==> src/rtl/i2c_write_sequencer_if.sv <==
// Bus between the write sequencer and the I2C byte-write master.
interface i2c_write_sequencer_if;
    logic       m_start;
    logic [6:0] m_addr;
    logic [7:0] m_sub;
    logic [7:0] m_data;
    logic       m_ready;
    logic       m_done;

    // Sequencer side: issues write requests and watches the master status.
    modport master (
        output m_start, m_addr, m_sub, m_data,
        input  m_ready, m_done
    );

    // I2C master side: accepts requests and reports idle/completion.
    modport slave (
        input  m_start, m_addr, m_sub, m_data,
        output m_ready, m_done
    );
endinterface

==> src/rtl/i2c_write_sequencer.sv <==
// Walks a (sub, data) table and issues one I2C register write per entry,
// spacing writes by an idle gap and aborting the run on a per-write timeout.
module i2c_write_sequencer #(
    parameter logic [6:0] DEV_ADDR   = 7'h68,
    parameter int         NUM_WRITES = 4,
    parameter int         GAP_CYCLES = 16,
    parameter int         TIMEOUT    = 4096
) (
    input  logic                         clk,
    input  logic                         reset,
    input  logic                         go_i,
    output logic [3:0]                   tbl_idx_o,
    input  logic [7:0]                   tbl_sub_i,
    input  logic [7:0]                   tbl_data_i,
    output logic                         busy_o,
    output logic                         done_all_o,
    output logic                         error_o,
    output logic [3:0]                   err_idx_o,
    i2c_write_sequencer_if.master        m_if
);
    localparam int TMR_W = $clog2(TIMEOUT) + 1;
    localparam int GAP_W = $clog2(GAP_CYCLES) + 1;
    localparam logic [TMR_W-1:0] TMR_LAST = TMR_W'(TIMEOUT - 1);
    localparam logic [TMR_W-1:0] TMR_ONE  = TMR_W'(1);
    localparam logic [GAP_W-1:0] GAP_LAST = GAP_W'(GAP_CYCLES - 1);
    localparam logic [GAP_W-1:0] GAP_ONE  = GAP_W'(1);
    localparam logic [3:0]       IDX_LAST = 4'(NUM_WRITES - 1);

    localparam logic [2:0] S_IDLE   = 3'd0;
    localparam logic [2:0] S_LOAD   = 3'd1;
    localparam logic [2:0] S_ARM    = 3'd2;
    localparam logic [2:0] S_ACCEPT = 3'd3;
    localparam logic [2:0] S_XFER   = 3'd4;
    localparam logic [2:0] S_GAP    = 3'd5;
    localparam logic [2:0] S_DONE   = 3'd6;
    localparam logic [2:0] S_ERR    = 3'd7;

    logic [2:0]       state_q,   state_d;
    logic [3:0]       idx_q,     idx_d;
    logic             start_q,   start_d;
    logic [7:0]       sub_q,     sub_d;
    logic [7:0]       data_q,    data_d;
    logic             busy_q,    busy_d;
    logic             done_q,    done_d;
    logic             err_q,     err_d;
    logic [3:0]       err_idx_q, err_idx_d;
    logic [TMR_W-1:0] timer_q,   timer_d;
    logic [GAP_W-1:0] gap_q,     gap_d;

    // Next-state logic for the sequencer FSM, counters and output registers.
    always_comb begin
        state_d   = state_q;
        idx_d     = idx_q;
        start_d   = start_q;
        sub_d     = sub_q;
        data_d    = data_q;
        busy_d    = busy_q;
        done_d    = 1'b0;
        err_d     = err_q;
        err_idx_d = err_idx_q;
        timer_d   = timer_q;
        gap_d     = gap_q;
        case (state_q)
            S_IDLE: begin
                if (go_i) begin
                    state_d = S_LOAD;
                    idx_d   = 4'd0;
                    err_d   = 1'b0;
                    busy_d  = 1'b1;
                end
            end
            S_LOAD: begin
                sub_d   = tbl_sub_i;
                data_d  = tbl_data_i;
                state_d = S_ARM;
            end
            S_ARM: begin
                // Waiting for an idle master does not count toward the timeout.
                if (m_if.m_ready) begin
                    start_d = 1'b1;
                    timer_d = '0;
                    state_d = S_ACCEPT;
                end
            end
            S_ACCEPT, S_XFER: begin
                timer_d = timer_q + TMR_ONE;
                if (m_if.m_done) begin
                    // Completion wins over timeout and covers a master fast
                    // enough to finish before it was seen leaving idle.
                    start_d = 1'b0;
                    gap_d   = '0;
                    state_d = S_GAP;
                end else if (timer_q == TMR_LAST) begin
                    // Flag the error on the timeout edge itself so error rises
                    // exactly TIMEOUT cycles after m_start.
                    start_d   = 1'b0;
                    err_d     = 1'b1;
                    err_idx_d = idx_q;
                    busy_d    = 1'b0;
                    state_d   = S_ERR;
                end else if (state_q == S_ACCEPT && !m_if.m_ready) begin
                    start_d = 1'b0;
                    state_d = S_XFER;
                end
            end
            S_GAP: begin
                if (m_if.m_ready) begin
                    if (gap_q == GAP_LAST) begin
                        if (idx_q == IDX_LAST) begin
                            done_d  = 1'b1;
                            state_d = S_DONE;
                        end else begin
                            idx_d   = idx_q + 4'd1;
                            state_d = S_LOAD;
                        end
                    end else begin
                        gap_d = gap_q + GAP_ONE;
                    end
                end
            end
            S_DONE: begin
                busy_d  = 1'b0;
                state_d = S_IDLE;
            end
            S_ERR: begin
                start_d   = 1'b0;
                err_d     = 1'b1;
                err_idx_d = idx_q;
                busy_d    = 1'b0;
                state_d   = S_IDLE;
            end
            default: state_d = S_IDLE;
        endcase
    end

    // State registers with synchronous reset.
    always_ff @(posedge clk) begin
        if (reset) begin
            state_q   <= S_IDLE;
            idx_q     <= 4'd0;
            start_q   <= 1'b0;
            sub_q     <= 8'd0;
            data_q    <= 8'd0;
            busy_q    <= 1'b0;
            done_q    <= 1'b0;
            err_q     <= 1'b0;
            err_idx_q <= 4'd0;
            timer_q   <= '0;
            gap_q     <= '0;
        end else begin
            state_q   <= state_d;
            idx_q     <= idx_d;
            start_q   <= start_d;
            sub_q     <= sub_d;
            data_q    <= data_d;
            busy_q    <= busy_d;
            done_q    <= done_d;
            err_q     <= err_d;
            err_idx_q <= err_idx_d;
            timer_q   <= timer_d;
            gap_q     <= gap_d;
        end
    end

    assign tbl_idx_o    = idx_q;
    assign busy_o       = busy_q;
    assign done_all_o   = done_q;
    assign error_o      = err_q;
    assign err_idx_o    = err_idx_q;
    assign m_if.m_start = start_q;
    assign m_if.m_addr  = DEV_ADDR;
    assign m_if.m_sub   = sub_q;
    assign m_if.m_data  = data_q;
endmodule
==> src/flat_wrapper.sv <==
// flat-port wrapper written by rule: the top's interface ports become plain ports
module i2c_write_sequencer_flat 
#(
    parameter logic [6:0] DEV_ADDR   = 7'h68,
    parameter int         NUM_WRITES = 4,
    parameter int         GAP_CYCLES = 16,
    parameter int         TIMEOUT    = 4096
)
  (clk, reset, go_i, tbl_idx_o, tbl_sub_i, tbl_data_i, busy_o, done_all_o, error_o, err_idx_o, m_if_m_start, m_if_m_addr, m_if_m_sub, m_if_m_data, m_if_m_ready, m_if_m_done);
  i2c_write_sequencer_if m_if_i ();
  input  logic clk;
  input  logic reset;
  input  logic go_i;
  output logic [3:0] tbl_idx_o;
  input  logic [7:0] tbl_sub_i;
  input  logic [7:0] tbl_data_i;
  output logic busy_o;
  output logic done_all_o;
  output logic error_o;
  output logic [3:0] err_idx_o;
  output wire logic [$bits(m_if_i.m_start)-1:0] m_if_m_start;
  output wire logic [$bits(m_if_i.m_addr)-1:0] m_if_m_addr;
  output wire logic [$bits(m_if_i.m_sub)-1:0] m_if_m_sub;
  output wire logic [$bits(m_if_i.m_data)-1:0] m_if_m_data;
  input wire logic [$bits(m_if_i.m_ready)-1:0] m_if_m_ready;
  input wire logic [$bits(m_if_i.m_done)-1:0] m_if_m_done;
  assign m_if_m_start = m_if_i.m_start;
  assign m_if_m_addr = m_if_i.m_addr;
  assign m_if_m_sub = m_if_i.m_sub;
  assign m_if_m_data = m_if_i.m_data;
  assign m_if_i.m_ready = m_if_m_ready;
  assign m_if_i.m_done = m_if_m_done;
  i2c_write_sequencer #(.DEV_ADDR(DEV_ADDR), .NUM_WRITES(NUM_WRITES), .GAP_CYCLES(GAP_CYCLES), .TIMEOUT(TIMEOUT)) u_core (.clk(clk), .reset(reset), .go_i(go_i), .tbl_idx_o(tbl_idx_o), .tbl_sub_i(tbl_sub_i), .tbl_data_i(tbl_data_i), .busy_o(busy_o), .done_all_o(done_all_o), .error_o(error_o), .err_idx_o(err_idx_o), .m_if(m_if_i));
endmodule
==> config.mk <==
export PLATFORM = sky130hd
export DESIGN_NAME = i2c_write_sequencer_flat
export DESIGN_NICKNAME = d
export VERILOG_FILES = /design/src/rtl/i2c_write_sequencer_if.sv /design/src/rtl/i2c_write_sequencer.sv /design/src/flat_wrapper.sv
export SDC_FILE = /design/constraint.sdc
export NUM_CORES = 1
export LEC_CHECK = 0
export ABC_AREA = 1
export CORE_AREA = 2 2 78 88
export DETAILED_ROUTE_END_ITERATION = 12
export DIE_AREA = 0 0 80 90
export GPL_ROUTABILITY_DRIVEN = 0
export PLACE_DENSITY = 0.62
export SLEW_MARGIN = 20
export SYNTH_ARGS = -nofsm -noshare
export SYNTH_HDL_FRONTEND = slang
export SYNTH_SLANG_ARGS = --single-unit
==> constraint.sdc <==
create_clock -name clk -period 2.3 [get_ports clk]
set_input_delay 0.575 -clock clk [delete_from_list [all_inputs] [get_ports clk]]
set_output_delay 0.575 -clock clk [all_outputs]
set_load 0.01 [all_outputs]
==> metrics.md <==
| Metric | Value |
|---|---|
| Port-buffer cells | `48` |
| Worst path max stage delay | `~600 ps` |
| Final Non-Filler Cells | `between 400 and 500` |
| Worst r2r src | `u_core.timer_q[0]$_SDFFE_PP0P_` |
| Synth async-reset ratio | `0%` |
| Synthesized area per cell | `between 6 and 7 um2` |
| Post-synth EDFFs | `0` |
| Worst-path clk slew | `around 90 ps` |
| WP data required | `~1700 ps` |
| Wire per inst | `~12 um` |
| CTS tree | `done` |
| Top Ports | `56` |
| Fin area | `just over 3000 um2` |
| Mapped Cells | `roughly 360` |
| Post-synthesis sequential area ratio | `39.7%` |
| Initial detailed-routing violation count | `about 210` |
| Yosys reg bits | `49` |
| Setup bufs post-CTS | `0` |
| Post-DP HPWL | `about 4400 um` |
| Gr ovfl total | `0` |
| Final Max Slew Viols | `0` |
| Post-cts resize count | `0` |
| Hold Buf Count CTS | `0` |
| VDD IR max | `between 0.4 and 0.5 mV` |
| Die extent in y | `90 um` |
| Via Count | `approximately 2,400` |
| Antenna viol nets, final | `0` |
| Initial Utilization | `roughly two fifths` |
| Synth area leader | `dfxtp_1` |
| Initial antenna violation count | `0` |
| CTS max path bufs | `2` |
| DRT Pass-1 Iters | `5` |
| Setup violators final | `0` |
| Fin crit share | `about 84%` |
| WHS | `~460 ps` |
| Clk Latency, worst-skew pair | `300 ps` |
| Critical Path Source | `u_core.tbl_idx_o[2]$_SDFFE_PP0P_` |
| Power density cells | `1070 nW/um2` |
| WL final | `5980 um` |
| Setup slack at placement | `about 220 ps` |
| Crit path max fanout | `6` |
| Main flop type after synthesis | `dfxtp_1` |
| TritonCTS buffer count | `5` |
| Top cells by count, synth | `nand2_1 (87), dfxtp_1 (49), nor2_1 (41)` |
| Antenna diode count | `0` |
| Bufs and invs on worst path | `1` |
| Critical path startpoint category | `flip-flop` |
| Post-Syn Area | `2470 um2` |
| Area of the multi-input gates | `between 1000 and 1500 um2` |
| Fin worst setup slack | `about 370 ps` |
| Clock H-tree levels | `2` |
| Slowest stage cell on the critical path | `clkdlybuf4s50_1` |
| Post-synth cell types | `27` |
| Status | `complete, no violations` |
| Share of Yosys cell area claimed by the top area cell type | `just under 40%` |
| WP data arrival | `between 1000 and 1500 ps` |
| Die W | `80 um` |
| Setup TNS Final | `0 ps` |
| Worst min-delay path class | `reg2reg` |
| Placed inst area | `roughly 3000 um2` |
| # DRC | `0` |
| Crit path kind | `reg2out` |
| Clock Tree Root | `clkbuf_8` |
| Number of global-route vias before repair | `2,238` |
| Tmin final | `between 1500 and 2000 ps` |
| CTS Sinks | `about 50` |
| Hold path start | `u_core.m_if.m_start$_SDFFE_PP0P_` |
| Crit-path leading delay family | `buffers and inverters` |
| Top cells by area, synth | `dfxtp_1 (40%), nand2_1 (13%), a21oi_1 (7.9%)` |
| F_max | `a little over 500 MHz` |
| Leak Pwr | `~1.2 nW` |
| Reg area | `just under 1000 um2` |
| First-pass GRT wire length | `10,200 um` |
| RSZ-0062 raised after global routing | `no` |
| Rows | `31` |
| Dpl cells | `slightly below 500` |
| CP Cell Sequence | `clkdlybuf4s50_1` |
| Fillers | `647` |
| Vias per cell | `between 4 and 5` |
| Most common cell in the netlist | `nand2_1` |
| Core area | `6360 um2` |
| Final Hold Vio Count | `0` |
| Max-cap violations | `0` |
| Layout Skew | `approximately 5.3 ps` |
| Nets@finish | `between 400 and 500` |
| Largest net degree at the start of global routing | `29` |
| Die area | `about 7000 um2` |
| Layout cell share with drive strength beyond 1 | `around 8.1%` |
| Synth warn | `0` |
| GRT Total Usage | `around 17%` |
| Area delta synth->final | `24.8%` |
| Worst setup EP type | `primary output` |
==> flip-flops by register name (all words and copies together) (netlist names), 3 cells and up <==
register	count
u_core.timer_q	13
u_core.tbl_idx_o	4
u_core.err_idx_o	4
u_core.gap_q	5
u_core.m_if.m_data	8
u_core.state_q	3
u_core.m_if.m_sub	8
==> cells in the final DEF (no fill, tap or decap) <==
| cell type | n |
|---|---|
| nand2_1 | 87 |
| dfxtp_1 | 49 |
| clkdlybuf4s50_1 | 48 |
| nor2_1 | 41 |
| nand3_1 | 39 |
| a21oi_1 | 39 |
| inv_1 | 29 |
| nand4_1 | 8 |
| o21ai_0 | 8 |
| conb_1 | 7 |
| nor3_1 | 6 |
| clkbuf_8 | 6 |
| buf_4 | 6 |
| inv_2 | 5 |
| nand2_2 | 5 |
| nor2_2 | 4 |
| o21ai_1 | 4 |
| xor2_1 | 4 |
| ha_1 | 4 |
| nor2_4 | 2 |
| nand3_2 | 2 |
| o21ai_2 | 1 |
| o21a_1 | 1 |
| a21oi_2 | 1 |
| o211ai_1 | 1 |
| nor3b_1 | 1 |
| clkinvlp_4 | 1 |
==> final timing paths <==
kind,endpoint,slack (ps),depth (start not counted)
max,tbl_idx_o[2],370,1
min,u_core.m_if.m_start$_SDFFE_PP0P_,460,2
max reg2reg,u_core.err_idx_o[0]$_SDFFE_PP0P_,390,8
min reg2reg,u_core.m_if.m_start$_SDFFE_PP0P_,460,2
==> metal layers <==
metal | vias up | share of wire [%] | track usage (%)
li1 | 1255 | - | -
met1 | 1076 | 44 | 21.8
met2 | 70 | 48 | 28.0
met3 | 12 | 6.3 | 5.32
met4 | 0 | 2.1 | 6.36
met5 | - | 0 | 0
==> metrics by stage <==
step | util (%) | power [W]
2_1_floorplan | - | 0.00230
3_3_place_gp | 47.1 | 0.00277
3_5_place_dp | 47.1 | 0.00279
4_1_cts | 48.5 | 0.00332
5_1_grt | 48.5 | 0.00356
6_report | 48.5 | 0.00329
==> report_power, final <==
part,switching [W],internal (W)
Clock,0.000283,0.000238
Combinational,0.000987,0.000610
Sequential,0.000163,0.00101
==> final cells by class <==
class,count,share of cell area (%)
Multi-Input combinational cell,265,40.8
Sequential cell,49,31.8
Timing Repair Buffer,54,17.0
Inverter,34,4.13
Tap cell,82,3.32
Clock buffer,6,2.67
Clock inverter,1,0.243
==> logic make-up (layout without fill, tap and decap cells) <==
family	count (synthesis)	count (layout)	synth area share (%)
compound gates	55	55	11.6
simple gates	195	195	34.9
buf+inv	53	95	10.1
flops	49	49	39.7
other cells	2	7	0.304
xor+xnor	4	4	1.42
fa+ha+maj	4	4	2.02
Power figures use the tool's default switching activity.
